**src/rtl/adc_scan_pkg.sv**
```systemverilog
// Shared encodings and widths for the ADC channel scanner.
// The optional handshake watchdog is enabled by defining ADC_SCAN_TIMEOUT_EN.
package adc_scan_pkg;

    localparam int ADC_CODE_W = 16;
    localparam int VOLT_W     = 12;

    typedef enum logic [2:0] {
        TRIGGER    = 3'd0,
        WAIT_START = 3'd1,
        WAIT_DONE  = 3'd2,
        ACCUM      = 3'd3,
        PUBLISH    = 3'd4
    } scan_state_t;

    // Negative averages clamp to zero; otherwise drop the sign bit and the 3 LSBs.
    function automatic logic [VOLT_W-1:0] volt_from_avg(input logic [ADC_CODE_W-1:0] avg);
        return avg[ADC_CODE_W-1] ? '0 : avg[14:3];
    endfunction

endpackage

```
**src/rtl/adc_sample_accumulator.sv**
```systemverilog
// Signed sample accumulator with floor-shift averaging and the clamped display slice.
// Part of adc_channel_scanner (optional watchdog macro: ADC_SCAN_TIMEOUT_EN, handled in the top).
module adc_sample_accumulator
    import adc_scan_pkg::*;
#(
    parameter int AVG_LOG2 = 2
) (
    input  logic                  clk,
    input  logic                  reset,
    input  logic                  i_clear,
    input  logic                  i_add,
    input  logic [ADC_CODE_W-1:0] i_sample,
    output logic [ADC_CODE_W-1:0] o_avg,
    output logic [VOLT_W-1:0]     o_volt
);

    localparam int ACC_W = ADC_CODE_W + AVG_LOG2;

    logic signed [ACC_W-1:0]      r_acc;
    logic signed [ADC_CODE_W-1:0] w_sample_s;
    logic signed [ACC_W-1:0]      w_sample_ext;

    assign w_sample_s   = i_sample;
    assign w_sample_ext = ACC_W'(w_sample_s);

    always_ff @(posedge clk or posedge reset) begin
        if (reset) begin
            r_acc <= '0;
        end else if (i_clear) begin
            r_acc <= '0;
        end else if (i_add) begin
            r_acc <= r_acc + w_sample_ext;
        end
    end

    // Arithmetic shift floors toward -inf, so -33/4 becomes -9.
    assign o_avg  = ADC_CODE_W'(r_acc >>> AVG_LOG2);
    assign o_volt = volt_from_avg(o_avg);

endmodule

```
**src/rtl/adc_channel_scanner.sv**
```systemverilog
// Round-robin ADC channel scanner: runs the adcEnable/adcDataReady handshake,
// averages 2^AVG_LOG2 samples per channel and publishes raw and display values.
// Define ADC_SCAN_TIMEOUT_EN to add the sticky handshake watchdog.
module adc_channel_scanner
    import adc_scan_pkg::*;
#(
    parameter int          NUM_CHANNELS   = 2,
    parameter int          AVG_LOG2       = 2,
    parameter logic [31:0] TIMEOUT_CYCLES = 32'd2700000
) (
    input  logic                           clk,
    input  logic                           reset,
    input  logic                           adcDataReady,
    input  logic [ADC_CODE_W-1:0]          adcOutputData,
    output logic                           adcEnable,
    output logic [1:0]                     adcChannel,
    output logic [16*NUM_CHANNELS-1:0]     rawAvg,
    output logic [12*NUM_CHANNELS-1:0]     voltage,
    output logic                           sampleValid,
    output logic [1:0]                     sampleChannel,
    output logic                           timeoutError,
    output logic [2:0]                     o_dbg_state
);

    // Handshake: adcEnable is a level request; the adc acknowledges start by
    // dropping adcDataReady and completion by raising it with valid data.
    localparam logic [4:0] SAMPLES = 5'(1 << AVG_LOG2);

    scan_state_t           r_state;
    logic [ADC_CODE_W-1:0] r_sample;
    logic [4:0]            r_count;
    logic [ADC_CODE_W-1:0] w_avg;
    logic [VOLT_W-1:0]     w_volt;
    logic                  w_timeout;
    logic                  w_acc_clear;
    logic                  w_acc_add;

    assign o_dbg_state = r_state;
    assign w_acc_add   = (r_state == ACCUM) && !w_timeout;
    assign w_acc_clear = (r_state == PUBLISH) || w_timeout;

    adc_sample_accumulator #(
        .AVG_LOG2 (AVG_LOG2)
    ) u_acc (
        .clk      (clk),
        .reset    (reset),
        .i_clear  (w_acc_clear),
        .i_add    (w_acc_add),
        .i_sample (r_sample),
        .o_avg    (w_avg),
        .o_volt   (w_volt)
    );

`ifdef ADC_SCAN_TIMEOUT_EN
    logic [31:0] r_wd;
    logic        w_waiting;
    logic        w_leave;

    assign w_waiting = (r_state == WAIT_START) || (r_state == WAIT_DONE);
    assign w_leave   = ((r_state == WAIT_START) && !adcDataReady) ||
                       ((r_state == WAIT_DONE) && adcDataReady);
    assign w_timeout = w_waiting && (r_wd == TIMEOUT_CYCLES - 32'd1);

    always_ff @(posedge clk or posedge reset) begin
        if (reset) begin
            r_wd         <= '0;
            timeoutError <= 1'b0;
        end else begin
            if (w_timeout) begin
                timeoutError <= 1'b1;
            end
            if (!w_waiting || w_leave || w_timeout) begin
                r_wd <= '0;
            end else begin
                r_wd <= r_wd + 32'd1;
            end
        end
    end
`else
    logic w_unused_timeout;

    assign w_unused_timeout = ^TIMEOUT_CYCLES;
    assign w_timeout        = 1'b0;
    assign timeoutError     = 1'b0;
`endif

    always_ff @(posedge clk or posedge reset) begin
        if (reset) begin
            r_state       <= TRIGGER;
            r_sample      <= '0;
            r_count       <= '0;
            adcEnable     <= 1'b0;
            adcChannel    <= '0;
            rawAvg        <= '0;
            voltage       <= '0;
            sampleValid   <= 1'b0;
            sampleChannel <= '0;
        end else begin
            sampleValid <= 1'b0;
            if (w_timeout) begin
                // Abandon this channel's partial average and retry it.
                adcEnable <= 1'b0;
                r_count   <= '0;
                r_state   <= TRIGGER;
            end else begin
                case (r_state)
                    TRIGGER: begin
                        adcEnable <= 1'b1;
                        r_state   <= WAIT_START;
                    end
                    WAIT_START: begin
                        if (!adcDataReady) r_state <= WAIT_DONE;
                    end
                    WAIT_DONE: begin
                        if (adcDataReady) begin
                            r_sample  <= adcOutputData;
                            adcEnable <= 1'b0;
                            r_state   <= ACCUM;
                        end
                    end
                    ACCUM: begin
                        r_count <= r_count + 5'd1;
                        r_state <= (r_count + 5'd1 == SAMPLES) ? PUBLISH : TRIGGER;
                    end
                    PUBLISH: begin
                        for (int n = 0; n < NUM_CHANNELS; n++) begin
                            if (adcChannel == 2'(n)) begin
                                rawAvg[16*n +: 16]  <= w_avg;
                                voltage[12*n +: 12] <= w_volt;
                            end
                        end
                        sampleValid   <= 1'b1;
                        sampleChannel <= adcChannel;
                        r_count       <= '0;
                        adcChannel    <= (adcChannel == 2'(NUM_CHANNELS - 1)) ? 2'd0 : adcChannel + 2'd1;
                        r_state       <= TRIGGER;
                    end
                    default: r_state <= TRIGGER;
                endcase
            end
        end
    end

endmodule

```
**config.mk**
```make
export PLATFORM = sky130hd
export DESIGN_NAME = adc_channel_scanner
export DESIGN_NICKNAME = d
export VERILOG_FILES = /design/src/rtl/adc_scan_pkg.sv /design/src/rtl/adc_sample_accumulator.sv /design/src/rtl/adc_channel_scanner.sv
export SDC_FILE = /design/constraint.sdc
export NUM_CORES = 1
export LEC_CHECK = 0
export CAP_MARGIN = 0
export CORE_ASPECT_RATIO = 1.4
export CORE_MARGIN = 2
export CORE_UTILIZATION = 53
export CTS_CLUSTER_DIAMETER = 200
export DETAILED_ROUTE_END_ITERATION = 8
export PLACE_DENSITY = 0.8
export SLEW_MARGIN = 20
export SYNTH_ARGS = -nofsm -noshare
export SYNTH_HDL_FRONTEND = slang
export SYNTH_SLANG_ARGS = --single-unit
```
**constraint.sdc**
```tcl
create_clock -name clk -period 3.5 [get_ports clk]
set_input_delay 0.35 -clock clk [delete_from_list [all_inputs] [get_ports clk]]
set_output_delay 0.35 -clock clk [all_outputs]
set_load 0.1 [all_outputs]
```
==> reports/qor.txt <==
Post-CTS Hold Buffers: 0
Pwr Density: 898.5 nW/um^2
Setup crit start kind: flip-flop
Req. time, crit path: 3.70 ns
CTS Buf Count: 9
Worst Setup End Kind: flip-flop
RD Place Congestion: 0.8799
Arrival time worst endpoint: 2.86 ns
Hold_sp: voltage[7]$_DFFE_PP0P_
Area delta synth->final: 25.31%
Worst-skew pair later-pin latency: 0.34 ns
Hold Slack: 0.4828 ns
Post-Syn Area: 4790 um^2
Area leader, netlist: dfrtp_1
Syn_nets: 464
1st-pass router iterations: 4
Area occupied by multi-input gates: 2074 um^2
Num rows: 41
Post-synth EDFFs: 0
Setup violators final: 0
Antenna violations before repair: 0
Drc violations: 0
Final wirelength: 9.598 mm
Status: completed
Seq cells post-synth: 104
Setup Crit Path Kind: flip-flop to flip-flop
Share of cells above drive strength 1: 7.283%
Prevailing post-synth register cell: dfrtp_1
Worst R2R Start: r_sample[0]$_DFFE_PP0P_
Die area: 9824 um^2
Finished Core Util: 67.24%
Largest net degree at the start of global routing: 64
Die height: 116.5 um
DR vias/cell: 5.494
Sequential area share after synthesis: 54.34%
Met2 Resource Use GR: 35.93%
Setup WS pre-CTS: 0.8412 ns
Synth Warn #: 0
Top-count cell post-synth: dfrtp_1
CTS clk-pin slew, worst paths: 0.07 ns
Flop2flop setup slack: 0.84 ns
Fmax: 376.5 MHz
Seq. cell area: 2603 um^2
Longest Clk Path Bufs: 2
Number of diodes: 0
Synth top area cells: dfrtp_1 (54%), mux2_1 (9.6%), nand2_1 (5.2%)
Max-cap violations: 0
H-tree depth: 3
R2R depth: 9
Clock sink total: 104
Final worst setup slack: 0.8438 ns
RSZ-0062 raised after global routing: no
Hold Path End: voltage[7]$_DFFE_PP0P_
Commonest cells in the synthesized netlist: dfrtp_1 (104), nand2_1 (66), o21ai_1 (47)
Post-route antenna net violation count: 0
Critical-path maximum fanout: 3
Worst Skew: 0.008602 ns
Die X: 84.34 um
PortBufs: 83
Setup TNS: 0 ns
Worst-margin pin slew: 1.016 ns
Post-layout min period: 2.656 ns
Avg Cell Area, Syn: 11.27 um^2
CTS tree: built
Hold Crit Depth: 2
GR met3 Demand/Resource: 3.534%
Root Buffer: clkbuf_16
Area share of the largest cell type after synthesis: 54.34%
Top-level I/O count: 85
Initial DRC Count: 164
Fillers: 669
Tcrit/Tclk final: 75.89%
Worst R2R End: u_acc.r_acc[16]$_DFFE_PP0P_
# nets final: 542
Wire per inst: 15.61 um
# Post-CTS Setup Buffers: 0
Core Region: 8926 um^2
Slew headroom: 32.08%
Vias in the first global route: 3360
Detail Placement HPWL: 7.053 mm
Leakage Power: 2.773 nW
Fin. Hold Viols: 0
Initial Utilization: 53.66%
Cells after Synth: 425
GRT Util Overall: 20.92%
Total chip power: 5.393 mW
Grt total ovfl: 0
Worst hold path type: flip-flop to flip-flop
First-pass GRT wire length: 16.28 mm
Worst vdd ir: 0.5008 mV
Pins Over Slew Limit: 0
Met1 usage: 27.25%
Gr busiest metal: met2
Post-CTS Resized: 0
Unique masters post-synth: 49
Via count: 3379
Ys async rst share: 100.0%
worst max path at each step:
stage          cells past startpoint                     from                          end  slack [ns]
2_1_floorplan                      1                    reset    adcChannel[0]$_DFFE_PP0P_        0.42
3_3_place_gp                       9  r_sample[0]$_DFFE_PP0P_  u_acc.r_acc[16]$_DFFE_PP0P_        0.87
3_5_place_dp                       9  r_sample[0]$_DFFE_PP0P_  u_acc.r_acc[16]$_DFFE_PP0P_        0.84
4_1_cts                            9  r_sample[0]$_DFFE_PP0P_  u_acc.r_acc[16]$_DFFE_PP0P_        0.83
5_1_grt                            9  r_sample[0]$_DFFE_PP0P_  u_acc.r_acc[16]$_DFFE_PP0P_        0.69
6_report                           9  r_sample[0]$_DFFE_PP0P_  u_acc.r_acc[16]$_DFFE_PP0P_        0.84
power breakdown:
part           leakage (nW)  internal, mW  switching, mW
clock                 0.138         0.550          0.420
sequential             1.38          1.50          0.291
combinational          1.25         0.961           1.67
layout by cell type, fill, tap and decap left out, drive strengths merged, types with 2 or more instances in the layout:
cell type,n
o21a,2
clkbuf,10
ha,19
nand2b,2
and2,2
a211oi,4
dfrtp,104
a21oi,12
o211ai,2
mux2,47
a21o,5
xor2,11
and3,3
clkdlybuf4s50,83
o31ai,2
a22o,6
or2,3
a31oi,6
o21bai,2
inv,7
clkinv,3
xnor2,8
nand2,66
o21ai,56
buf,4
nor2,15
nand3,4
clkinvlp,2
o22ai,2
cells by family after synthesis:
| logic type | share of synthesized area (%) |
|---|---|
| compound gates | 13.48 |
| fa+ha+maj | 5.590 |
| other cells | 0.07829 |
| mux | 11.26 |
| buf+inv | 2.403 |
| flops | 54.34 |
| xor+xnor | 3.474 |
| simple gates | 9.378 |
layer usage:
metal / part of all wire (%) / wire [um]
met5: 0 / 0
met1: 44 / 4245
met2: 52 / 4943
met3: 2.8 / 272
met4: 1.4 / 136
area by class of cell:
cell class,count,area share [%]
Timing Repair Buffer,87,14.55
Clock inverter,6,1.001
Sequential cell,104,43.36
Inverter,7,0.4795
Tap cell,107,2.231
Clock buffer,10,3.815
Multi-Input combinational cell,294,34.56
state kept, by name, summed over array words and instances (netlist names):
name,flops
sampleChannel,2
u_acc.r_acc,18
sampleValid,1
voltage,24
o_dbg_state,3
adcEnable,1
r_count,5
rawAvg,32
r_sample,16
adcChannel,2
stage by stage:
stage,std cells,instance area (um^2)
floorplan,425,4790
global placement,599,5713
detailed placement,599,5713
CTS,615,6002
global route,615,6002
finish,615,6002
worst max-delay path: stages (launching register included):
cell      delay [ns]
dfrtp_1         0.38
ha_1            0.24
fa_1            0.44
a211o_1         0.33
a21oi_1         0.20
o211ai_1        0.18
a22o_1          0.24
o31ai_1         0.28
xor2_1          0.17
o21ai_1         0.07
No activity file was read; power rests on OpenSTA's default activity.
